[config.mk]
export PLATFORM = sky130hd
export DESIGN_NAME = vga_timing_gen
export DESIGN_NICKNAME = d
export VERILOG_FILES = /design/src/rtl/vga_pkg.sv /design/src/rtl/vga_sync_delay.sv /design/src/rtl/vga_timing_gen.sv
export SDC_FILE = /design/constraint.sdc
export NUM_CORES = 1
export LEC_CHECK = 0
export BUFFER_PORTS_ARGS = -buffer_cell sky130_fd_sc_hd__buf_2
export CAP_MARGIN = 20
export CELL_PAD_IN_SITES_DETAIL_PLACEMENT = 2
export CELL_PAD_IN_SITES_GLOBAL_PLACEMENT = 2
export CORE_ASPECT_RATIO = 2
export CORE_MARGIN = 2
export CORE_UTILIZATION = 28
export CTS_CLUSTER_DIAMETER = 100
export DETAILED_ROUTE_END_ITERATION = 10
export HOLD_SLACK_MARGIN = 0.15
export PLACE_DENSITY_LB_ADDON = 0.1
export SYNTH_ARGS = -nofsm -noshare
export SYNTH_HDL_FRONTEND = slang
export SYNTH_SLANG_ARGS = --single-unit
export TNS_END_PERCENT = 100
[constraint.sdc]
create_clock -name clock -period 1.7 [get_ports clock]
set_input_delay 0.255 -clock clock [delete_from_list [all_inputs] [get_ports clock]]
set_output_delay 0.255 -clock clock [all_outputs]
set_load 0.01 [all_outputs]
[src/rtl/vga_pkg.sv]
// Shared 640x480@60 VGA timing constants, sync bundle type and a range helper.
package vga_pkg;

    localparam logic [9:0] H_VISIBLE = 10'd640;
    localparam logic [9:0] H_FRONT   = 10'd16;
    localparam logic [9:0] H_SYNC    = 10'd96;
    localparam logic [9:0] H_BACK    = 10'd48;
    localparam logic [9:0] H_TOTAL   = H_VISIBLE + H_FRONT + H_SYNC + H_BACK;

    localparam logic [9:0] V_VISIBLE = 10'd480;
    localparam logic [9:0] V_FRONT   = 10'd10;
    localparam logic [9:0] V_SYNC    = 10'd2;
    localparam logic [9:0] V_BACK    = 10'd33;
    localparam logic [9:0] V_TOTAL   = V_VISIBLE + V_FRONT + V_SYNC + V_BACK;

    localparam logic [9:0] X_BLANK   = 10'h3FF;
    localparam logic [8:0] Y_BLANK   = 9'h1FF;

    // Idle level of the sync bundle: both syncs inactive (high), blanked.
    localparam logic [2:0] SYNC_RST  = 3'b110;

    typedef struct packed {
        logic hsync;
        logic vsync;
        logic blank_n;
    } sync_t;

    function automatic logic in_span(input logic [9:0] val,
                                     input logic [9:0] lo,
                                     input logic [9:0] len);
        return (val >= lo) && (val < lo + len);
    endfunction

endpackage

[src/rtl/vga_sync_delay.sv]
// Fixed-depth register chain for the {hsync, vsync, blank_n} bundle.
// DEPTH = 0 degenerates to a plain wire.
module vga_sync_delay
    import vga_pkg::*;
#(
    parameter int         DEPTH   = 2,
    parameter logic [2:0] RST_VAL = SYNC_RST
) (
    input  logic       clk_i,
    input  logic       srst_i,
    input  logic [2:0] data_i,
    output logic [2:0] data_o
);

    if (DEPTH == 0) begin : g_comb
        logic unused_ok;
        assign unused_ok = clk_i ^ srst_i;
        assign data_o    = data_i;
    end else begin : g_chain
        logic [2:0] stage_q [DEPTH];

        // Shifts on every clock so the delay is in clocks, not pixels.
        always_ff @(posedge clk_i) begin
            if (srst_i) begin
                for (int i = 0; i < DEPTH; i++) begin
                    stage_q[i] <= RST_VAL;
                end
            end else begin
                stage_q[0] <= data_i;
                for (int i = 1; i < DEPTH; i++) begin
                    stage_q[i] <= stage_q[i-1];
                end
            end
        end

        assign data_o = stage_q[DEPTH-1];
    end

endmodule

[src/rtl/vga_timing_gen.sv]
// VGA 640x480 timing generator: pixel/line counters, x/y decode, delayed syncs.
// Define VGA_PIX_DIV2_EN to advance the counters on every other clock.
module vga_timing_gen
    import vga_pkg::*;
#(
    parameter int SYNC_DELAY = 2
) (
    input  logic       clock,
    input  logic       reset,
    output logic [9:0] x,
    output logic [8:0] y,
    output logic       hsync,
    output logic       vsync,
    output logic       blank_n,
    output logic       pix_tick,
    output logic       frame_start
);

    logic [9:0] h_cnt_q;
    logic [9:0] h_cnt_d;
    logic [9:0] v_cnt_q;
    logic [9:0] v_cnt_d;
    logic       h_wrap;
    logic       v_wrap;
    sync_t      sync_raw;
    sync_t      sync_dly;

    if (SYNC_DELAY < 0 || SYNC_DELAY > 3) begin : g_bad_sync_delay
        $error("vga_timing_gen: SYNC_DELAY must be in 0..3");
    end

`ifdef VGA_PIX_DIV2_EN
    logic div_q;

    // First clock after reset is idle, then ticks alternate.
    always_ff @(posedge clock) begin
        if (reset) begin
            div_q <= 1'b0;
        end else begin
            div_q <= ~div_q;
        end
    end

    assign pix_tick = ~reset & div_q;
`else
    assign pix_tick = ~reset;
`endif

    assign h_wrap = (h_cnt_q == H_TOTAL - 10'd1);
    assign v_wrap = (v_cnt_q == V_TOTAL - 10'd1);

    always_comb begin
        h_cnt_d = h_cnt_q;
        v_cnt_d = v_cnt_q;
        if (pix_tick) begin
            if (h_wrap) begin
                h_cnt_d = '0;
                v_cnt_d = v_wrap ? '0 : v_cnt_q + 10'd1;
            end else begin
                h_cnt_d = h_cnt_q + 10'd1;
            end
        end
    end

    always_ff @(posedge clock) begin
        if (reset) begin
            h_cnt_q <= '0;
            v_cnt_q <= '0;
        end else begin
            h_cnt_q <= h_cnt_d;
            v_cnt_q <= v_cnt_d;
        end
    end

    assign frame_start = pix_tick & h_wrap & v_wrap;

    assign x = (h_cnt_q < H_VISIBLE) ? h_cnt_q : X_BLANK;
    assign y = (v_cnt_q < V_VISIBLE) ? v_cnt_q[8:0] : Y_BLANK;

    assign sync_raw.hsync   = ~in_span(h_cnt_q, H_VISIBLE + H_FRONT, H_SYNC);
    assign sync_raw.vsync   = ~in_span(v_cnt_q, V_VISIBLE + V_FRONT, V_SYNC);
    assign sync_raw.blank_n = (h_cnt_q < H_VISIBLE) && (v_cnt_q < V_VISIBLE);

    vga_sync_delay #(
        .DEPTH   (SYNC_DELAY),
        .RST_VAL (SYNC_RST)
    ) u_sync_delay (
        .clk_i  (clock),
        .srst_i (reset),
        .data_i (sync_raw),
        .data_o (sync_dly)
    );

    assign hsync   = sync_dly.hsync;
    assign vsync   = sync_dly.vsync;
    assign blank_n = sync_dly.blank_n;

endmodule

==> results.cfg <==
[synthesis]
ys_seq_area_frac = 0.401
yosys-top-cells-count = 26 x dfxtp_1, 19 x nor2_1, 12 x nand2_1
ys_types = 33
syn_inst = 150
async_reset_ff_frac = 0
ys.flop_type = dfxtp_1
ys_seq_elements = 26
synth_most_common_cell = dfxtp_1
yosys_warnings = 0
netlist.area_leader.share = 0.401
syn_avg_cell_area_um2 = 8.65
synth_edf_count = 0
yosysTopAreaCell = dfxtp_1
syn_area_um2 = 1300
synth_area_leaders = dfxtp_1 40%, xor2_1 6.1%, nor2_1 5.5%
syn_nets = 157

[route]
postRouteAntennaNets = 0
first_pass_iters = 3
wl_um = 3950
drc = 0
vias_per_cell = 4.88
drtIter0Drc = 11
vias = 1220
wl_per_cell_um = 15.8

[clocking]
clk_pin_slew_ns = 0.09
h-tree-depth = 1
cts.sinks = 26
cts_tree = done
postCtsHoldBufs = 0
numCtsBuffers = 3
clk_path_buf_depth = 2
insertion_delay_ns = 0.27
root_buffer = clkbuf_8

[worst_setup_path]
cp_top_family = simple AND/OR/NAND/NOR gates
crit_type = flip-flop to output port
slowest_stage = dfxtp_2
crit_path_end_kind = output port
crit_chain = inv_2 > ha_4 > nor4b_4 > nand4_1 > nor3_4 > buf_2
cp_num_buf_inv = 2
crit_required_ns = 1.44
crit_fanout = 2
cp-start-kind = flip-flop
critPathArrivalTime_ns = 1.49
cpPeakStageDelay_ns = 0.34
reg2reg_slack_ns = 0.11

[global_route]
grt_pass1_vias = 1312
antenna_found_initial = 0
grt_max_degree = 14
grtUsageTotal = 0.163
grt_overflow = 0
grt_pass1_wl_um = 6440

[sta]
period_share = 1.03
maxSlewHeadroom = 0.802
setup_viol = 1
max_freq_ghz = 0.573
setup_ws_ns = -0.0462
grt_setup_unrepaired = true
tns_ns = -0.0462
fin_worst_skew_ns = 0.00586
slew_violations = 0
layout_min_cycle_time_ns = 1.75
finalHoldViolations = 0
worst_pin_slew_ns = 0.297

[outcome]
violations = negative setup slack
status = complete, but fails checks

[die]
die_height_um = 100
die_area_um2 = 5230
dieWidth_um = 52.1
io_pins = 26
row_count = 35
core_um2 = 4510
initial_utilization = 0.288

[finish]
design_area_um2 = 1740
n_antenna_cell = 0
nNetsFinal = 204
drive_gt1_frac = 0.390
syn2layout_area_growth_pct = 34.2
utilization = 0.386
n_fill_cell = 526

[pwr]
worst_ir_drop_vdd_v = 0.000326
p_total_mw = 1.04
power_density_nw_per_um2 = 596
p_leak_nw = 0.832

[placed_design]
dpl.hpwl_um = 2930
placed_cell_area_um2 = 1590
port-buffer-count = 25
place.gp.congestion = 0.727

[job]
max-cap-violations = 0

[hold_path]
min_path_type = primary input to flip-flop
-- layout by cell type, fill, tap and decap left out, types with 2 or more instances in the layout --
cell / synthesis / final
nor4bb_1: 2 / 2
o21ai_0: 4 / 4
nand4_1: 7 / 7
nor2_1: 19 / 18
dfxtp_2: 0 / 5
buf_4: 2 / 22
nor3_1: 3 / 2
or4_1: 2 / 2
dfxtp_1: 26 / 21
inv_1: 5 / 3
ha_4: 0 / 2
nand3_1: 5 / 5
nand2b_1: 9 / 9
clkbuf_8: 0 / 3
buf_2: 1 / 25
a21oi_1: 6 / 5
xnor2_1: 5 / 5
ha_1: 5 / 3
and3_1: 5 / 5
xor2_1: 9 / 9
inv_2: 0 / 2
or3_1: 3 / 3
or2_2: 6 / 6
nand2_1: 12 / 12
-- sequential cells by signal, indices dropped and copies added (netlist names) --
signal and flops:
v_cnt_q 10, u_sync_delay.g_chain.stage_q 6, h_cnt_q 10
-- repair_timing --
action,4_1_cts,5_1_grt
endpoints found under the setup margin,4,15
pin swaps,3,4
setup buffers,4,2
resized for setup,13,9
hold endpoints to repair,0,0
gates cloned,0,0
-- final timing paths --
kind,start,to,cells after the start
setup reg to reg,h_cnt_q[0]$_SDFF_PP0_,v_cnt_q[7]$_SDFFE_PP0N_,6
setup / recovery,v_cnt_q[1]$_SDFFE_PP0N_,frame_start,6
hold / removal,reset,h_cnt_q[6]$_SDFF_PP0_,2
hold reg to reg,u_sync_delay.g_chain.stage_q[0][1]$_SDFF_PP1_,u_sync_delay.g_chain.stage_q[0][4]$_SDFF_PP1_,1
-- logic make-up (layout without fill, tap and decap cells) --
logic type | count (synthesis) | count (layout) | share of synthesized area
flip-flops | 26 | 26 | 0.401
AND/OR/NAND/NOR | 82 | 82 | 0.364
adder cells (fa/ha/maj) | 5 | 5 | 0.0482
buffers and inverters | 11 | 56 | 0.0444
XOR/XNOR | 14 | 14 | 0.0945
AO/OA/AOI/OAI | 12 | 12 | 0.0482
-- through the flow --
step	setup slack [ns]	hold slack, ns	cells
2_1_floorplan	0.139	0.360	150
3_3_place_gp	0.0618	0.399	242
3_5_place_dp	-0.0216	0.402	242
4_1_cts	-0.0749	0.307	249
5_1_grt	-0.160	0.343	250
6_report	-0.0462	0.323	250
-- per-layer routing --
layer  wire, um  GRT usage  vias up  part of all wire
li1           -          -      601                 -
met3        108     0.0149        2             0.027
met5          0          0        -                 0
met1       1660      0.198      600              0.42
met2       2140      0.285       17              0.54
met4         38     0.0671        0            0.0096
-- power breakdown --
part           leakage (nW)  switching (mW)  internal [mW]
clock network        0.0216           0.190          0.159
logic                 0.597          0.0378         0.0271
registers             0.213         0.00643          0.618
total                 0.832           0.234          0.804
-- cell type report --
class                   count  area (um^2)  area share
multi-input cells         113          785       0.450
flip-flops and latches     26          527       0.302
repair buffers             48          302       0.173
well taps                  55         68.8      0.0395
clock buffers               3         41.3      0.0237
inverters                   5         18.8      0.0108
Power figures use the tool's default switching activity.
